$ cat src/rtl/alu_reservation_station.sv
// alu_reservation_station
// Tomasulo reservation station for the integer ALU. Holds dispatched ALU /
// branch-compare ops until both operands are known (either supplied at
// dispatch or captured from the common data bus), then issues the oldest-slot
// (lowest index) ready op to the ALU, one per cycle.
//
// Handshake: there is no ready/valid back-pressure towards the ALU; an issue
// is signalled by alu_des != 0 (tag 0 means "no op"). Towards the decoder,
// a dispatch is taken on a clock edge when in_valid && !full && !pause &&
// !flush; full is purely a function of occupancy.
//
// Optional feature: define ALU_RS_BYPASS_EN to let a ready dispatch skip the
// entry array and go straight to the alu_* registers when no entry is READY.
module alu_reservation_station #(
  parameter int DEPTH  = 4,
  parameter int TAG_W  = 3,
  parameter int DATA_W = 32,
  parameter int OP_W   = 5
) (
  input  logic              clk,
  input  logic              rst,
  input  logic              pause,
  input  logic              flush,
  input  logic              in_valid,
  input  logic [OP_W-1:0]   in_op,
  input  logic [DATA_W-1:0] in_v1,
  input  logic [DATA_W-1:0] in_v2,
  input  logic [TAG_W-1:0]  in_q1,
  input  logic [TAG_W-1:0]  in_q2,
  input  logic [TAG_W-1:0]  in_des,
  input  logic              in_is_branch,
  output logic              full,
  input  logic              cdb_valid,
  input  logic [TAG_W-1:0]  cdb_tag,
  input  logic [DATA_W-1:0] cdb_value,
  output logic [DATA_W-1:0] alu_value_1,
  output logic [DATA_W-1:0] alu_value_2,
  output logic [OP_W-1:0]   alu_op,
  output logic [TAG_W-1:0]  alu_des,
  output logic              alu_is_branch
);

  localparam int IDX_W = (DEPTH > 1) ? $clog2(DEPTH) : 1;

  // Per-entry lifecycle; the state field lives inside each entry struct so
  // the whole station (state included) is visible as one array.
  typedef enum logic [1:0] {
    ST_FREE  = 2'd0,
    ST_WAIT  = 2'd1,
    ST_READY = 2'd2
  } ent_state_e;

  typedef struct packed {
    ent_state_e          state;
    logic [OP_W-1:0]     op;
    logic [DATA_W-1:0]   v1;
    logic [DATA_W-1:0]   v2;
    logic [TAG_W-1:0]    q1;
    logic [TAG_W-1:0]    q2;
    logic [TAG_W-1:0]    des;
    logic                is_branch;
  } entry_t;

  entry_t ent_q [DEPTH];
  entry_t ent_d [DEPTH];

  logic [DATA_W-1:0] alu_v1_q, alu_v1_d;
  logic [DATA_W-1:0] alu_v2_q, alu_v2_d;
  logic [OP_W-1:0]   alu_op_q, alu_op_d;
  logic [TAG_W-1:0]  alu_des_q, alu_des_d;
  logic              alu_br_q, alu_br_d;

  logic              free_found;
  logic [IDX_W-1:0]  free_idx;
  logic              rdy_found;
  logic [IDX_W-1:0]  rdy_idx;

  logic              cdb_hit1;
  logic              cdb_hit2;
  logic [DATA_W-1:0] fwd_v1;
  logic [DATA_W-1:0] fwd_v2;
  logic [TAG_W-1:0]  fwd_q1;
  logic [TAG_W-1:0]  fwd_q2;
  logic              disp_ready;
  logic              dispatch_ok;
  logic              bypass;

  // Lowest-index FREE and READY slots, both taken from the pre-edge state.
  always_comb begin
    free_found = 1'b0;
    free_idx   = '0;
    rdy_found  = 1'b0;
    rdy_idx    = '0;
    for (int i = DEPTH - 1; i >= 0; i--) begin
      if (ent_q[i].state == ST_FREE) begin
        free_found = 1'b1;
        free_idx   = IDX_W'(i);
      end
      if (ent_q[i].state == ST_READY) begin
        rdy_found = 1'b1;
        rdy_idx   = IDX_W'(i);
      end
    end
  end

  assign full = !free_found;

  // Same-edge forwarding of a CDB broadcast into the op being dispatched.
  always_comb begin
    cdb_hit1   = cdb_valid && (in_q1 != '0) && (cdb_tag == in_q1);
    cdb_hit2   = cdb_valid && (in_q2 != '0) && (cdb_tag == in_q2);
    fwd_v1     = cdb_hit1 ? cdb_value : in_v1;
    fwd_v2     = cdb_hit2 ? cdb_value : in_v2;
    fwd_q1     = cdb_hit1 ? '0 : in_q1;
    fwd_q2     = cdb_hit2 ? '0 : in_q2;
    disp_ready = (fwd_q1 == '0) && (fwd_q2 == '0);
  end

  assign dispatch_ok = in_valid && !full && !pause && !flush;

`ifdef ALU_RS_BYPASS_EN
  // A ready dispatch with nothing else waiting to issue goes straight out.
  assign bypass = dispatch_ok && disp_ready && !rdy_found;
`else
  assign bypass = 1'b0;
`endif

  // Next-state: flush, then wakeup / issue / dispatch when not paused.
  always_comb begin
    for (int i = 0; i < DEPTH; i++) begin
      ent_d[i] = ent_q[i];
    end
    alu_v1_d  = alu_v1_q;
    alu_v2_d  = alu_v2_q;
    alu_op_d  = alu_op_q;
    alu_des_d = alu_des_q;
    alu_br_d  = alu_br_q;

    if (flush) begin
      for (int i = 0; i < DEPTH; i++) begin
        ent_d[i].state = ST_FREE;
      end
      alu_op_d  = '1;
      alu_des_d = '0;
      alu_br_d  = 1'b0;
    end else if (!pause) begin
      // Wakeup: any occupied entry waiting on the broadcast tag captures it.
      for (int i = 0; i < DEPTH; i++) begin
        if ((ent_q[i].state != ST_FREE) && cdb_valid && (cdb_tag != '0)) begin
          if (ent_q[i].q1 == cdb_tag) begin
            ent_d[i].v1 = cdb_value;
            ent_d[i].q1 = '0;
          end
          if (ent_q[i].q2 == cdb_tag) begin
            ent_d[i].v2 = cdb_value;
            ent_d[i].q2 = '0;
          end
          if ((ent_q[i].state == ST_WAIT) && (ent_d[i].q1 == '0) &&
              (ent_d[i].q2 == '0)) begin
            ent_d[i].state = ST_READY;
          end
        end
      end

      // Issue: the pre-edge READY entry leaves; otherwise the ALU sees idle.
      if (rdy_found) begin
        alu_v1_d  = ent_q[rdy_idx].v1;
        alu_v2_d  = ent_q[rdy_idx].v2;
        alu_op_d  = ent_q[rdy_idx].op;
        alu_des_d = ent_q[rdy_idx].des;
        alu_br_d  = ent_q[rdy_idx].is_branch;
        ent_d[rdy_idx].state = ST_FREE;
      end else begin
        alu_op_d  = '1;
        alu_des_d = '0;
        alu_br_d  = 1'b0;
      end

      // Dispatch: free_idx was FREE before the edge, so it never collides
      // with the entry being issued; that one is reusable next cycle only.
      if (dispatch_ok) begin
        if (bypass) begin
          alu_v1_d  = fwd_v1;
          alu_v2_d  = fwd_v2;
          alu_op_d  = in_op;
          alu_des_d = in_des;
          alu_br_d  = in_is_branch;
        end else begin
          ent_d[free_idx].state     = disp_ready ? ST_READY : ST_WAIT;
          ent_d[free_idx].op        = in_op;
          ent_d[free_idx].v1        = fwd_v1;
          ent_d[free_idx].v2        = fwd_v2;
          ent_d[free_idx].q1        = fwd_q1;
          ent_d[free_idx].q2        = fwd_q2;
          ent_d[free_idx].des       = in_des;
          ent_d[free_idx].is_branch = in_is_branch;
        end
      end
    end
  end

  // State registers with synchronous active-low reset.
  always_ff @(posedge clk) begin
    if (!rst) begin
      for (int i = 0; i < DEPTH; i++) begin
        ent_q[i]       <= '0;
        ent_q[i].state <= ST_FREE;
      end
      alu_v1_q  <= '0;
      alu_v2_q  <= '0;
      alu_op_q  <= '1;
      alu_des_q <= '0;
      alu_br_q  <= 1'b0;
    end else begin
      for (int i = 0; i < DEPTH; i++) begin
        ent_q[i] <= ent_d[i];
      end
      alu_v1_q  <= alu_v1_d;
      alu_v2_q  <= alu_v2_d;
      alu_op_q  <= alu_op_d;
      alu_des_q <= alu_des_d;
      alu_br_q  <= alu_br_d;
    end
  end

  assign alu_value_1   = alu_v1_q;
  assign alu_value_2   = alu_v2_q;
  assign alu_op        = alu_op_q;
  assign alu_des       = alu_des_q;
  assign alu_is_branch = alu_br_q;

endmodule

$ cat config.mk
export PLATFORM = sky130hd
export DESIGN_NAME = alu_reservation_station
export DESIGN_NICKNAME = d
export VERILOG_FILES = /design/src/rtl/alu_reservation_station.sv
export SDC_FILE = /design/constraint.sdc
export NUM_CORES = 1
export LEC_CHECK = 0
export CORE_ASPECT_RATIO = 2
export CORE_MARGIN = 4
export CORE_UTILIZATION = 35
export DETAILED_ROUTE_END_ITERATION = 8
export DONT_BUFFER_PORTS = 1
export GPL_TIMING_DRIVEN = 1
export PLACE_DENSITY = 0.5
export SYNTH_ARGS = -nofsm -noshare
export SYNTH_HDL_FRONTEND = slang
export SYNTH_SLANG_ARGS = --single-unit
$ cat constraint.sdc
create_clock -name clk -period 8.2 [get_ports clk]
set_input_delay 1.64 -clock clk [delete_from_list [all_inputs] [get_ports clk]]
set_output_delay 1.64 -clock clk [all_outputs]
set_load 0.03 [all_outputs]
After elaboration in Yosys (flattened, before gate mapping). Memories as Yosys holds them, arrays and structs flattened. Index checks and enable logic that the tools add are counted.

Bits in registers: 73. Memory bits (writable): 324. Input bits: 120. Output and inout bits: 74. Logic and storage cells: 243. Memories kept: 1.

Memories: ent_q (depth 4, bits a word 81, rd ports 5, clocked after Yosys merged registers in 0, wr ports 4, line 64) `entry_t ent_q [DEPTH];`.

$lt $le $gt $ge: 4. Equal/unequal tests: 18. Muxes and demuxes: 146. Bitwise operators: 17. Reductions and logical operators: 52.

Operators by type and width (count): 324-bit bitwise mux (9); 324-bit two-way mux (5); 81-bit demux with 2-bit select (9); 70-bit two-way mux (12); 79-bit two-way mux (9); 32-bit two-way mux (10); 81-bit two-way mux (2); 3-bit two-way mux (35); 2-bit two-way mux (37); 74-bit two-way mux (1); 42-bit two-way mux (1); 3-bit == test (10); 3-bit zero test (10); 1-bit logical AND (26); 1-bit two-way mux (12); 1-bit bitwise OR (12); 10-bit two-way mux (1); 3-bit nonzero test (3); 2-bit by 1-bit == test with 1-bit output, second input constant (4); 2-bit == test, second input constant (4); 2-bit zero test (4); 2-bit nonzero test (4); 7-bit two-way mux (1); 3-bit >= comparator, second input constant (2); other kinds (8) (14).

Logic depth before layout (Yosys ltp). An unclocked memory read counts as a cell.

Word-level depth: 30. Depth in mapped cells: 9. Depth with buffers taken out: 6.

Worst setup path before layout. Ideal clock, no wire load.

Path kind: input -> register. Start point: input rst. End point: memory ent_q[0][10] (netlist name) (enable). Library setup time: 1.765 ns. Arrival time: 6.440 ns. Required time: 6.435 ns. Path slack: -0.006 ns. Stages: 5. Buffers on the path: 4. Cells stage by stage: clkbuf_1 clkbuf_1 clkbuf_1 buf_1 nand2_1.

RTL lines: start: declaration (line 21) `input logic rst,`; end: declaration (line 64).

==> results.sh <==
export IMPL_reg2reg_from="ent_q[0][80]$_DFFE_PP_"
export IMPL_async_flop_share_pct=0
export IMPL_grt_total_usage_pct=25.40
export IMPL_vias_per_cell=6.499
export IMPL_ys_flop_type="edfxtp_1"
export IMPL_antenna_found_initial=1
export IMPL_hold_worst_slack_ns=0.4629
export IMPL_n_antenna_cell=0
export IMPL_critical_path_top_delay_family="simple AND/OR/NAND/NOR gates"
export IMPL_grt_met2_usage_pct=43.78
export IMPL_fin_util_pct=37.39
export IMPL_busiest_layer="met2"
export IMPL_layout_commonest_cell="nand3_1"
export IMPL_ys_types=68
export IMPL_place_area_um2=23570
export IMPL_n_fill_cell=6688
export IMPL_cts_setup_buffers=0
export IMPL_syn_nets=2607
export IMPL_cts_resized_gates=0
export IMPL_routed_wl_mm=95.02
export IMPL_coreArea_um2=66560
export IMPL_ff_latch_area_um2=10360
export IMPL_crit_fanout=323
export IMPL_drc_errors=0
export IMPL_ys_seq_elements=397
export IMPL_ys_seq_area_share_pct=44.21
export IMPL_dp_slack_ns=3.802
export IMPL_cts_max_level=2
export IMPL_worst_setup_path_end_kind="flip-flop"
export IMPL_status="complete, no violations"
export IMPL_p_per_area_nw_per_um2=195.2
export IMPL_max_cap_violations=0
export IMPL_rsz0062_at_grt="false"
export IMPL_slew_headroom_pct=21.77
export IMPL_fin_area_um2=24890
export IMPL_grt_pass1_wl_mm=138.7
export IMPL_die_w_um=191.0
export IMPL_crit_arrival_ns=4.09
export IMPL_grt_pass1_vias=20440
export IMPL_clockBufferDepth=3
export IMPL_grt_met1_usage_pct=29.74
export IMPL_cp_num_cells=2
export IMPL_vdd_drop_max_uv=155.8
export IMPL_area_growth_pct=6.194
export IMPL_synth_area_leader_cell="edfxtp_1"
export IMPL_crit_end="ent_q[1][29]$_SDFFCE_PN0P_"
export IMPL_met3_usage_pct=6.059
export IMPL_multi_input_area_um2=11810
export IMPL_synth_edf_count=241
export IMPL_grt_max_degree=324
export IMPL_ios=194
export IMPL_crit_start="rst"
export IMPL_drtIter0Drc=2056
export IMPL_final_cell_mix="310 x nand3_1, 282 x o21ai_0, 263 x nand2_1, 241 x edfxtp_1, 156 x dfxtp_1"
export IMPL_initial_utilization_pct=35.21
export IMPL_die_h_um=373.9
export IMPL_clock_sinks=397
export IMPL_cp_num_buf_inv=1
export IMPL_slew_viol_final=0
export IMPL_ys_warn_count=0
export IMPL_power_leakage_nw=10.33
export IMPL_synth_top_area_share_pct=30.88
export IMPL_cts_tree="built"
export IMPL_fmax_mhz=256.0
export IMPL_slowest_delay_ns=1.07
export IMPL_dp_cells=3109
export IMPL_dp_hpwl_mm=52.87
export IMPL_worst_pin_slew_ns=1.173
export IMPL_gp_congestion=0.7859
export IMPL_dr_pass1_iters=7
export IMPL_crit_path_cell_trace="nand2_8 > buf_4"
export IMPL_cts_root_buf="clkbuf_16"
export IMPL_numCtsBuffers=42
export IMPL_setup_ws_ns=4.294
export IMPL_finalPower_mw=4.858
export IMPL_rows=134
export IMPL_reg2regPathDepth=7
export IMPL_avgSynthCellArea_um2=9.422
export IMPL_cp_start_kind="primary input"
export IMPL_vias=20690
export IMPL_min_path_cells=2
export IMPL_crit_slowest_cell="nand2_8"
export IMPL_port_buffer_count=0
export IMPL_rr_endpoint="alu_value_1[4]$_SDFFE_PN0P_"
export IMPL_cts_hold_buffers=0
export IMPL_finalSetupViolations=0
export IMPL_finalCritPeriodShare_pct=47.64
export IMPL_syn_area_um2=23430
export IMPL_ant_nets=0
export IMPL_drive_above_1_share_pct=8.870
export IMPL_finalSetupTns_ns=0
export IMPL_fin_cells=3184
export IMPL_crit_required_ns=8.39
export IMPL_synthTopCellsByArea="edfxtp_1 31%, dfxtp_1 13%, nand3_1 6.7%, o21ai_0 6.0%, mux2i_1 5.9%"
export IMPL_reg2reg_setup_slack_ns=4.29
export IMPL_cts_clk_slew_worst_paths_ns=0.06
export IMPL_hold_class="reg2reg"
export IMPL_overflow=0
export IMPL_finalClockSkew_ns=0.01602
export IMPL_clkLatencyLatePin_ns=0.57
export IMPL_fin_crit_ns=3.906
export IMPL_netlist_instances=2487
export IMPL_hold_violations=0
export IMPL_die_area_um2=71410
export IMPL_worstSetupPathType="in2reg"
export IMPL_wl_per_cell_um=29.84
export IMPL_finalNetCount=2389
layer usage:
layer / share of wire [%] / wire length [um]
met1: 36 / 34120
met2: 50 / 47170
met3: 9.6 / 9166
met4: 4.8 / 4550
met5: 0.015 / 14
cells in the mapped netlist, drive strengths merged, types with 6 or more instances:
library cell,n
a211oi,8
a21boi,38
a21oi,85
a221oi,70
a31oi,7
a41oi,66
and3,18
buf,113
clkbuf,186
dfxtp,156
edfxtp,241
mux2,64
mux2i,137
nand2,267
nand2b,9
nand3,313
nor2,98
nor2b,19
nor3,11
nor4,9
o211a,128
o21ai,286
o22ai,65
or3b,6
xnor2,27
where the power goes:
group | internal, mW | leakage, nW | total, mW | switching [mW]
Sequential | 2.26 | 3.81 | 2.37 | 0.109
Clock | 1.06 | 0.650 | 1.91 | 0.850
Combinational | 0.210 | 5.87 | 0.577 | 0.366
worst min-delay path by stage:
stage	endpoint	start	slack (ns)
after CTS	ent_q[3][52]$_SDFFE_PN0P_	ent_q[3][52]$_SDFFE_PN0P_	0.46
final	ent_q[3][64]$_SDFFE_PN0P_	ent_q[3][64]$_SDFFE_PN0P_	0.46
after global placement	ent_q[3][46]$_SDFFE_PN0P_	ent_q[3][46]$_SDFFE_PN0P_	0.45
after detailed placement	ent_q[3][52]$_SDFFE_PN0P_	ent_q[3][52]$_SDFFE_PN0P_	0.45
after global routing	ent_q[3][56]$_SDFFE_PN0P_	ent_q[3][56]$_SDFFE_PN0P_	0.48
after floorplan	ent_q[3][43]$_SDFFE_PN0P_	ent_q[3][43]$_SDFFE_PN0P_	0.44
final cells by class:
| type | count | share of cell area (%) |
|---|---|---|
| clock buffer | 67 | 5.093 |
| sequential | 397 | 41.63 |
| clock inverter | 8 | 0.1911 |
| multi-input combinational | 1787 | 47.46 |
| tap | 884 | 4.445 |
| inverter | 4 | 0.06033 |
| timing repair buffer | 37 | 1.116 |
worst reg2reg max path: stages (launching register included):
cell and delay, ns:
edfxtp_1 0.52, nor2b_1 0.82, nor3_4 0.07, buf_4 0.35
a21oi_4 0.84, buf_4 0.69, o21ai_0 0.25, a41oi_1 0.26
logic make-up (layout without fill, tap and decap cells):
| kind of cell | after synthesis | in the layout | share of synthesized area [%] |
|---|---|---|---|
| flip-flops | 397 | 397 | 44.21 |
| AO/OA/AOI/OAI | 787 | 787 | 23.35 |
| multiplexers | 201 | 201 | 9.952 |
| buffers and inverters | 303 | 116 | 6.129 |
| AND/OR/NAND/NOR | 769 | 769 | 15.24 |
| XOR/XNOR | 30 | 30 | 1.121 |
state kept, by name, summed over array words and instances, names as in the netlist:
name,count
ent_q,324
alu_is_branch,1
alu_value_2,32
alu_des,3
alu_value_1,32
alu_op,5
No activity file was read; power rests on OpenSTA's default activity.
